File: config.mk
export PLATFORM = sky130hd
export DESIGN_NAME = controlador_display_multiplexado
export DESIGN_NICKNAME = d
export VERILOG_FILES = /design/src/rtl/controlador_display_multiplexado.sv
export SDC_FILE = /design/constraint.sdc
export NUM_CORES = 1
export LEC_CHECK = 0
export BUFFER_PORTS_ARGS = -buffer_cell sky130_fd_sc_hd__clkbuf_2
export CAP_MARGIN = 20
export CORE_UTILIZATION = 58
export DETAILED_ROUTE_END_ITERATION = 10
export HOLD_SLACK_MARGIN = 0.05
export PLACE_DENSITY = 0.82
export SETUP_SLACK_MARGIN = 0.15
export SYNTH_ARGS = -nofsm -noshare
export SYNTH_HDL_FRONTEND = slang
export SYNTH_SLANG_ARGS = --single-unit
File: constraint.sdc
create_clock -name clk -period 3.05 [get_ports clk]
set_input_delay 0 -clock clk [delete_from_list [all_inputs] [get_ports clk]]
set_output_delay 0 -clock clk [all_outputs]
set_load 0.01 [all_outputs]
File: src/rtl/controlador_display_multiplexado.sv
// Purpose : time-multiplexed driver for four 7-segment digits sharing one BCD decoder.
// Latency : outputs are registered and reflect the scan state that starts on the same edge; loads appear at the next scan boundary.
// Backpres: none; carregar is always accepted and a newer load overwrites an untransferred one.
//
// Ports:
//   clk, reset        - rising-edge clock, synchronous active-high reset
//   digitos[15:0]     - four BCD digits, [3:0] rightmost (digit 0)
//   carregar          - load strobe into the pending buffer
//   habilita          - scan enable; low keeps the display dark and freezes the scan
//   supressao_zeros   - blank leading zeros (digit 0 is never blanked)
//   bcd_saida[3:0]    - code for the shared decoder, 4'hF = blank
//   anodos[3:0]       - active-low digit selects
//   indice[1:0]       - digit currently being scanned
//   fim_varredura     - one-cycle pulse in the first blank cycle of each new scan
module controlador_display_multiplexado #(
    parameter int DIVISOR    = 50000,
    parameter int APAGAMENTO = 4
) (
    input  logic        clk,
    input  logic        reset,
    input  logic [15:0] digitos,
    input  logic        carregar,
    input  logic        habilita,
    input  logic        supressao_zeros,
    output logic [3:0]  bcd_saida,
    output logic [3:0]  anodos,
    output logic [1:0]  indice,
    output logic        fim_varredura
);

    // The slot counter must hold the last count of the longer of the two slots.
    localparam int MAX_SLOT = (DIVISOR > APAGAMENTO) ? DIVISOR : APAGAMENTO;
    localparam int CW       = $clog2(MAX_SLOT);

    localparam logic [CW-1:0] ULTIMO_EXIBE = CW'(DIVISOR - 1);
    localparam logic [CW-1:0] ULTIMO_APAGA = CW'(APAGAMENTO - 1);

    typedef enum logic {
        APAGA = 1'b0,
        EXIBE = 1'b1
    } estado_t;

    estado_t       estado, estado_n;
    logic [CW-1:0] contador, contador_n;
    logic [1:0]    indice_n;
    logic          fim_n;

    logic [15:0]   pendente, pendente_n;
    logic          pendente_vld, pendente_vld_n;
    logic [15:0]   exibido, exibido_n;

    logic [3:0]    bcd_n;
    logic [3:0]    anodos_n;
    logic          transferir;

    // Digit presented to the decoder: blanked when it and every digit to its
    // left are zero and suppression is on. Codes A-F are passed untouched.
    function automatic logic [3:0] digito_visivel(input logic [15:0] valor,
                                                  input logic [1:0]  idx,
                                                  input logic        suprimir);
        logic [3:0] dig;
        logic       zeros_a_esquerda;
        dig              = 4'h0;
        zeros_a_esquerda = 1'b0;
        case (idx)
            2'd0: begin
                dig              = valor[3:0];
                zeros_a_esquerda = 1'b0;
            end
            2'd1: begin
                dig              = valor[7:4];
                zeros_a_esquerda = (valor[15:4] == 12'h000);
            end
            2'd2: begin
                dig              = valor[11:8];
                zeros_a_esquerda = (valor[15:8] == 8'h00);
            end
            default: begin
                dig              = valor[15:12];
                zeros_a_esquerda = (valor[15:12] == 4'h0);
            end
        endcase
        return (suprimir && zeros_a_esquerda) ? 4'hF : dig;
    endfunction

    // Scan sequencing.
    always_comb begin
        estado_n   = estado;
        contador_n = contador;
        indice_n   = indice;
        fim_n      = 1'b0;
        if (!habilita) begin
            // Park in a blank slot at the current digit so that re-enabling
            // restarts with a full anti-ghosting interval.
            estado_n   = APAGA;
            contador_n = '0;
        end else begin
            case (estado)
                APAGA: begin
                    if (contador == ULTIMO_APAGA) begin
                        estado_n   = EXIBE;
                        contador_n = '0;
                    end else begin
                        contador_n = contador + 1'b1;
                    end
                end
                default: begin
                    if (contador == ULTIMO_EXIBE) begin
                        estado_n   = APAGA;
                        contador_n = '0;
                        indice_n   = indice + 2'd1;
                        fim_n      = (indice == 2'd3);
                    end else begin
                        contador_n = contador + 1'b1;
                    end
                end
            endcase
        end
    end

    // Double buffering: the shown value only changes at a scan boundary (or
    // while dark), so a scan never mixes old and new digits.
    always_comb begin
        pendente_n     = pendente;
        pendente_vld_n = pendente_vld;
        exibido_n      = exibido;
        transferir     = fim_n || !habilita;
        if (transferir) begin
            if (carregar) begin
                exibido_n = digitos;
            end else if (pendente_vld) begin
                exibido_n = pendente;
            end
            pendente_vld_n = 1'b0;
        end else if (carregar) begin
            pendente_n     = digitos;
            pendente_vld_n = 1'b1;
        end
    end

    // Output values for the state entered on this edge. The decoder code is
    // driven in the blank slot too, so it has settled before the anode opens.
    always_comb begin
        bcd_n    = digito_visivel(exibido_n, indice_n, supressao_zeros);
        anodos_n = 4'b1111;
        if (estado_n == EXIBE) begin
            anodos_n = ~(4'b0001 << indice_n);
        end
    end

    always_ff @(posedge clk) begin
        if (reset) begin
            estado        <= APAGA;
            contador      <= '0;
            indice        <= 2'd0;
            pendente      <= 16'h0000;
            pendente_vld  <= 1'b0;
            exibido       <= 16'h0000;
            bcd_saida     <= 4'hF;
            anodos        <= 4'b1111;
            fim_varredura <= 1'b0;
        end else begin
            estado        <= estado_n;
            contador      <= contador_n;
            indice        <= indice_n;
            pendente      <= pendente_n;
            pendente_vld  <= pendente_vld_n;
            exibido       <= exibido_n;
            bcd_saida     <= bcd_n;
            anodos        <= anodos_n;
            fim_varredura <= fim_n;
        end
    end

endmodule

==> flow_metrics.py, run 1 <==
metrics = {
    "job": {
        "maxCapViolCount": 0,
    },
    "floorplan": {
        "start_util": 0.603,
        "dieArea_um2": 5610,
        "die_h_um": 74.9,
        "dieWidth_um": 74.9,
        "rows": 26,
        "core_um2": 5110,
        "ios": 32,
    },
    "worst_setup_path": {
        "slowest_delay_ns": 0.50,
        "cp_slowest_cell": "or4b_4",
        "arrival_ns": 3.07,
        "reg2reg_depth": 7,
        "path_cells": "ha_2, or4b_4, or3_4, a2111o_1, a2bb2o_2, a211o_1, o211ai_1",
        "timing.rr.end": "bcd_saida[0]",
        "path_max_fanout": 5,
        "r2r_setup_slack_ns": 0.24,
        "required_ns": 3.31,
        "criticalPathCategory": "reg2reg",
        "critPathCaptureType": "flop",
        "path_buf_inv": 0,
        "cp_top_family": "compound AO/OA/AOI/OAI gates",
        "reg2reg_from": "contador[0]",
        "cp-start-kind": "flop",
    },
    "cts": {
        "cts_max_level": 3,
        "cts_tree": "done",
        "clock-sinks": 61,
        "clock-root-buffer": "clkbuf_8",
        "post-cts-setup-buffers": 0,
        "cts_buffers": 9,
        "clk-insertion-delay-late_ns": 0.34,
        "clk_pin_slew_worst_paths_ns": 0.07,
        "clockBufferDepth": 2,
    },
    "power": {
        "p_per_area_nw_per_um2": 505,
        "peakVddDrop_uv": 390,
        "power_leakage_nw": 1.49,
        "totalPowerFinal_mw": 1.89,
    },
    "sta": {
        "period_share": 0.920,
        "holdWs_ns": 0.143,
        "fin_tns_setup_ns": 0,
        "final-setup-viol-count": 0,
        "final_hold_viol_count": 0,
        "max_slew_margin": 0.477,
        "worst_pin_slew_ns": 0.784,
        "fin_crit_ns": 2.81,
        "clock_skew_ns": 0.00766,
        "rsz0062_at_grt": "no",
        "clock.fmax_mhz": 356,
        "slew_viol_final": 0,
        "finalWorstSetupSlack_ns": 0.244,
    },
    "hold_path": {
        "hold_end": "bcd_saida[3]",
        "hold_path.class": "in2reg",
        "hold_depth": 4,
        "worstHoldStart": "supressao_zeros",
    },
    "grt": {
        "grt_usage": 0.307,
        "use_met3": 0.0643,
        "grt.met2_usage": 0.527,
        "grt_overflow_total": 0,
        "antenna_found_initial": 0,
        "use_met1": 0.365,
        "grt_pass1_wl_mm": 12.7,
        "grt.busiest_layer": "met2",
        "grt_start_max_net_pins": 35,
        "grt_pass1_vias": 2725,
    },
    "synth": {
        "synth_cells": 386,
        "synth-edff-count": 0,
        "yosys.area.top_type": "dfxtp_1",
        "yosysWarnings": 0,
        "synth_ff_type": "dfxtp_1",
        "synth_top_area_share": 0.396,
        "synth_cell_type_count": 54,
        "synth_area_per_cell_um2": 7.98,
        "ys_top_cells_by_area": "dfxtp_1, nor2_1, mux2i_1",
        "syn_area_um2": 3080,
        "ys_ff_latch": 61,
        "async_flop_share": 0,
        "syn_nets": 409,
        "synth_seq_area_share": 0.396,
    },
    "detailed_routing": {
        "viasPerCell": 5.92,
        "vias": 3019,
        "wl_mm": 8.13,
        "initialDrtViolationCount": 209,
        "drc": 0,
        "dr.pass1.iters": 5,
        "wire_per_inst_um": 15.9,
        "ant_nets": 0,
    },
    "finish": {
        "num-nets-final": 458,
        "regArea_um2": 1220,
        "nFillCells": 403,
        "diodes": 0,
        "syn_to_final_growth_pct": 21.8,
        "final_common_cell": "nor2_1",
        "layout.cells.non_filler": 510,
        "final_core_util": 0.735,
        "multi_input_area_um2": 1770,
        "postLayoutCellArea_um2": 3750,
        "drive_gt1_frac": 0.161,
        "final_cell_mix": "nor2_1, dfxtp_1, nand2_1",
    },
    "placement": {
        "place_area_um2": 3340,
        "dp_hpwl_mm": 5.42,
        "gp_congestion": 0.941,
        "port_buffers": 31,
        "pre_cts_slack_ns": 0.245,
        "place_inst": 478,
    },
    "outcome": {
        "status": "finished clean",
    },
}
==> synth_stat cells (9+ instances only) <==
cell / number
clkbuf_1: 14
inv_1: 10
a31oi_1: 10
xor2_1: 11
nor2_1: 69
nor3_1: 9
a21oi_1: 27
mux2i_1: 20
nand2_1: 34
nand3_1: 14
dfxtp_1: 61
o21ai_0: 14
==> state kept, by name, summed over array words and instances, names as in the netlist <==
register,cells
contador,16
exibido,16
pendente,16
anodos,4
bcd_saida,4
indice,2
estado,1
fim_varredura,1
pendente_vld,1
==> worst max-delay path by stage <==
stage,startpoint,end,slack [ns],depth (start not counted)
floorplan,contador[0],bcd_saida[2],0.44,7
global placement,contador[0],bcd_saida[2],0.28,8
detailed placement,contador[0],bcd_saida[2],0.25,8
CTS,contador[0],bcd_saida[2],0.21,8
global route,contador[0],bcd_saida[0],0.16,8
finish,contador[0],bcd_saida[0],0.24,7
==> worst register-to-register path, cell delays in order (launching register included) <==
cell	delay, ns
dfxtp_1	0.37
ha_2	0.22
or4b_4	0.50
or3_4	0.39
a2111o_1	0.43
a2bb2o_2	0.27
a211o_1	0.35
o211ai_1	0.20
==> final cells by class <==
cell class	count	share of cell area
multi-input combinational	294	0.471
sequential	61	0.325
timing repair buffer	58	0.109
clock buffer	12	0.0413
tap	70	0.0233
clock inverter	4	0.0187
inverter	11	0.0110
==> cell families (layout without fill, tap and decap cells) <==
kind of cell	count (synthesis)	count (layout)	share of synthesized area
simple gates	168	168	0.259
compound gates	88	88	0.183
flops	61	61	0.396
buf+inv	31	85	0.0386
mux	21	21	0.0723
xor+xnor	15	15	0.0426
fa+ha+maj	2	2	0.00812
==> layer usage <==
| layer | vias up | share of wire |
|---|---|---|
| met4 | 0 | 0.031 |
| li1 | 1463 | - |
| met1 | 1409 | 0.41 |
| met3 | 27 | 0.055 |
| met2 | 120 | 0.51 |
| met5 | - | 0 |
==> what timing repair did <==
| action | in CTS | in global routing |
|---|---|---|
| endpoints found under the setup margin | 0 | 4 |
| resized for setup | 0 | 8 |
| hold buffers | 16 | 0 |
| endpoints found under the hold margin | 19 | 0 |
==> report_power, final <==
part | total [mW] | switching, mW | internal (mW)
clock | 0.821 | 0.318 | 0.502
combinational | 0.226 | 0.128 | 0.0985
sequential | 0.847 | 0.0193 | 0.828
total | 1.89 | 0.466 | 1.43
Note: power is estimated with default switching activity, not from simulation.
==> run 2, diff against run 1 <==
--- a/config.mk
+++ b/config.mk
@@ -5,6 +5,7 @@
 export SDC_FILE = /design/constraint.sdc
 export NUM_CORES = 1
 export LEC_CHECK = 0
+export ABC_AREA = 1
 export BUFFER_PORTS_ARGS = -buffer_cell sky130_fd_sc_hd__clkbuf_2
 export CAP_MARGIN = 20
 export CORE_UTILIZATION = 58
==> constraint.sdc (replaced) <==
create_clock -name clk -period 2.85 [get_ports clk]
set_input_delay 0 -clock clk [delete_from_list [all_inputs] [get_ports clk]]
set_output_delay 0 -clock clk [all_outputs]
set_load 0.01 [all_outputs]
==> flow_metrics.py, run 2 <==
metrics = {
    "finish": {
        "final_common_cell": "nand2_1",
        "syn_to_final_growth_pct": 16.0,
        "diodes": 0,
        "multi_input_area_um2": 1520,
        "regArea_um2": 1220,
        "reg_top3": "contador: 16 flops, exibido: 16 flops, pendente: 16 flops",
        "drive_gt1_frac": 0.166,
        "nFillCells": 443,
        "num-nets-final": 513,
        "final_cell_mix": "nand2_1, dfxtp_1, nor2_1, inv_1, nand3_1",
    },
    "sta": {
        "final-setup-viol-count": 0,
        "clock_skew_ns": 0.00599,
        "clock.fmax_mhz": 442,
        "worst_pin_slew_ns": 0.608,
        "final_hold_viol_count": 0,
        "holdWs_ns": 0.131,
        "fin_crit_ns": 2.26,
        "fin_tns_setup_ns": 0,
        "finalWorstSetupSlack_ns": 0.589,
        "rsz0062_at_grt": "no",
        "period_share": 0.793,
        "max_slew_margin": 0.595,
        "slew_viol_final": 0,
    },
    "floorplan": {
        "dieWidth_um": 74.5,
        "dieArea_um2": 5550,
        "die_h_um": 74.5,
        "ios": 32,
        "core_um2": 5070,
        "start_util": 0.601,
        "rows": 26,
    },
    "detailed_routing": {
        "ant_nets": 0,
        "drc": 0,
        "vias": 2965,
        "wl_mm": 7.00,
        "viasPerCell": 5.25,
        "initialDrtViolationCount": 222,
        "wire_per_inst_um": 12.4,
        "dr.pass1.iters": 5,
    },
    "synth": {
        "synth_cells": 448,
        "synth_commonest_cells": "nand2_1, dfxtp_1, inv_1, nor2_1, nand3_1",
        "ys_top_cells_by_area": "dfxtp_1, nand2_1, nand3_1",
        "syn_area_um2": 3050,
        "synth_ff_type": "dfxtp_1",
        "synth_seq_area_share": 0.401,
        "synth_cell_type_count": 38,
        "synth_top_area_share": 0.401,
        "ys_ff_latch": 61,
        "yosysWarnings": 0,
        "synth-edff-count": 0,
        "async_flop_share": 0,
        "syn_nets": 471,
        "synth.most_common_cell": "nand2_1",
        "synth_area_per_cell_um2": 6.80,
        "yosys.area.top_type": "dfxtp_1",
    },
    "worst_setup_path": {
        "arrival_ns": 2.52,
        "path_max_fanout": 26,
        "timing.rr.end": "pendente[15]",
        "reg2reg_depth": 9,
        "reg2reg_from": "contador[0]",
        "criticalPathCategory": "reg2reg",
        "critPathCaptureType": "flop",
        "cp-start-kind": "flop",
        "required_ns": 3.11,
        "r2r_setup_slack_ns": 0.59,
    },
    "grt": {
        "grt_overflow_total": 0,
        "antenna_found_initial": 0,
        "grt_start_max_net_pins": 29,
        "grt_usage": 0.279,
        "grt_pass1_wl_mm": 11.8,
        "grt_pass1_vias": 2669,
    },
    "cts": {
        "cts_tree": "done",
        "clk-insertion-delay-late_ns": 0.33,
        "cts_buffers": 9,
        "clockBufferDepth": 2,
        "post-cts-setup-buffers": 0,
        "clock-sinks": 61,
        "clock-root-buffer": "clkbuf_8",
        "clk_pin_slew_worst_paths_ns": 0.07,
        "postCtsHoldBufs": 16,
        "cts_max_level": 3,
        "cts_resized": 0,
    },
    "power": {
        "power_leakage_nw": 1.52,
        "peakVddDrop_uv": 326,
        "p_per_area_nw_per_um2": 502,
        "totalPowerFinal_mw": 1.78,
    },
    "placement": {
        "dp_hpwl_mm": 4.85,
        "port_buffers": 31,
        "gp_congestion": 0.862,
        "pre_cts_slack_ns": 0.607,
    },
    "hold_path": {
        "worstHoldStart": "habilita",
        "hold_path.class": "in2reg",
        "hold_end": "exibido[7]",
        "hold_depth": 3,
    },
    "job": {
        "maxCapViolCount": 0,
    },
    "outcome": {
        "status": "finished clean",
    },
}
[run 2: cell count changes after synthesis, moves of 11 or more]
cell     delta
nand2_1    +78
nor2_1     -22
nand3_1    +23
o21ai_0    +17
xor2_1     -11
mux2i_1    -20
inv_1      +37
nand2_2    +14
[run 2: critical path: stages, from the launching register on]
cell and delay [ns]:
dfxtp_1 0.36, ha_1 0.20, nand2_1 0.12, nor2_4 0.19, nand4_4 0.22, nand2_4 0.31, inv_2 0.14, nand2_2 0.33
o21ai_0 0.16, a21oi_1 0.15
[run 2: worst max path at each step]
stage	startpoint	to	slack, ns
floorplan	contador[0]	bcd_saida[0]	1.07
global placement	contador[0]	bcd_saida[3]	0.76
detailed placement	contador[0]	pendente[15]	0.61
CTS	contador[0]	pendente[15]	0.59
global route	contador[0]	pendente[11]	0.37
finish	contador[0]	pendente[15]	0.59
[run 2: area by class of cell]
type	count	area share
multi-input combinational	316	0.431
sequential	61	0.345
timing repair buffer	48	0.0913
inverter	54	0.0577
clock buffer	12	0.0439
tap	70	0.0248
clock inverter	4	0.00637
[run 2: cell families after synthesis]
group                    after synthesis  synth area share
AO/OA/AOI/OAI                         68             0.121
XOR/XNOR                               1           0.00287
adder cells (fa/ha/maj)                2           0.00821
buffers and inverters                 71            0.0997
flip-flops                            61             0.401
AND/OR/NAND/NOR                      245             0.367
[run 2: where the power goes]
group	leakage [nW]	total (mW)	internal, mW	switching (mW)
logic	0.927	0.196	0.0730	0.123
clock network	0.0921	0.684	0.359	0.326
registers	0.498	0.895	0.883	0.0123
total	1.52	1.78	1.31	0.461
[run 2: stage by stage]
step,util,area [µm²],instances
after floorplan,-,3050,448
after global placement,0.630,3200,533
after detailed placement,0.630,3200,533
after CTS,0.697,3540,565
after global routing,0.697,3540,565
final,0.697,3540,565
[run 2: routing by layer]
metal / GRT usage / routed length, µm / vias to the layer above
met1: 0.362 / 3190 / 1334
li1: - / - / 1516
met5: 0 / 0 / -
met2: 0.454 / 3300 / 103
met3: 0.0474 / 427 / 12
met4: 0.128 / 89 / 0
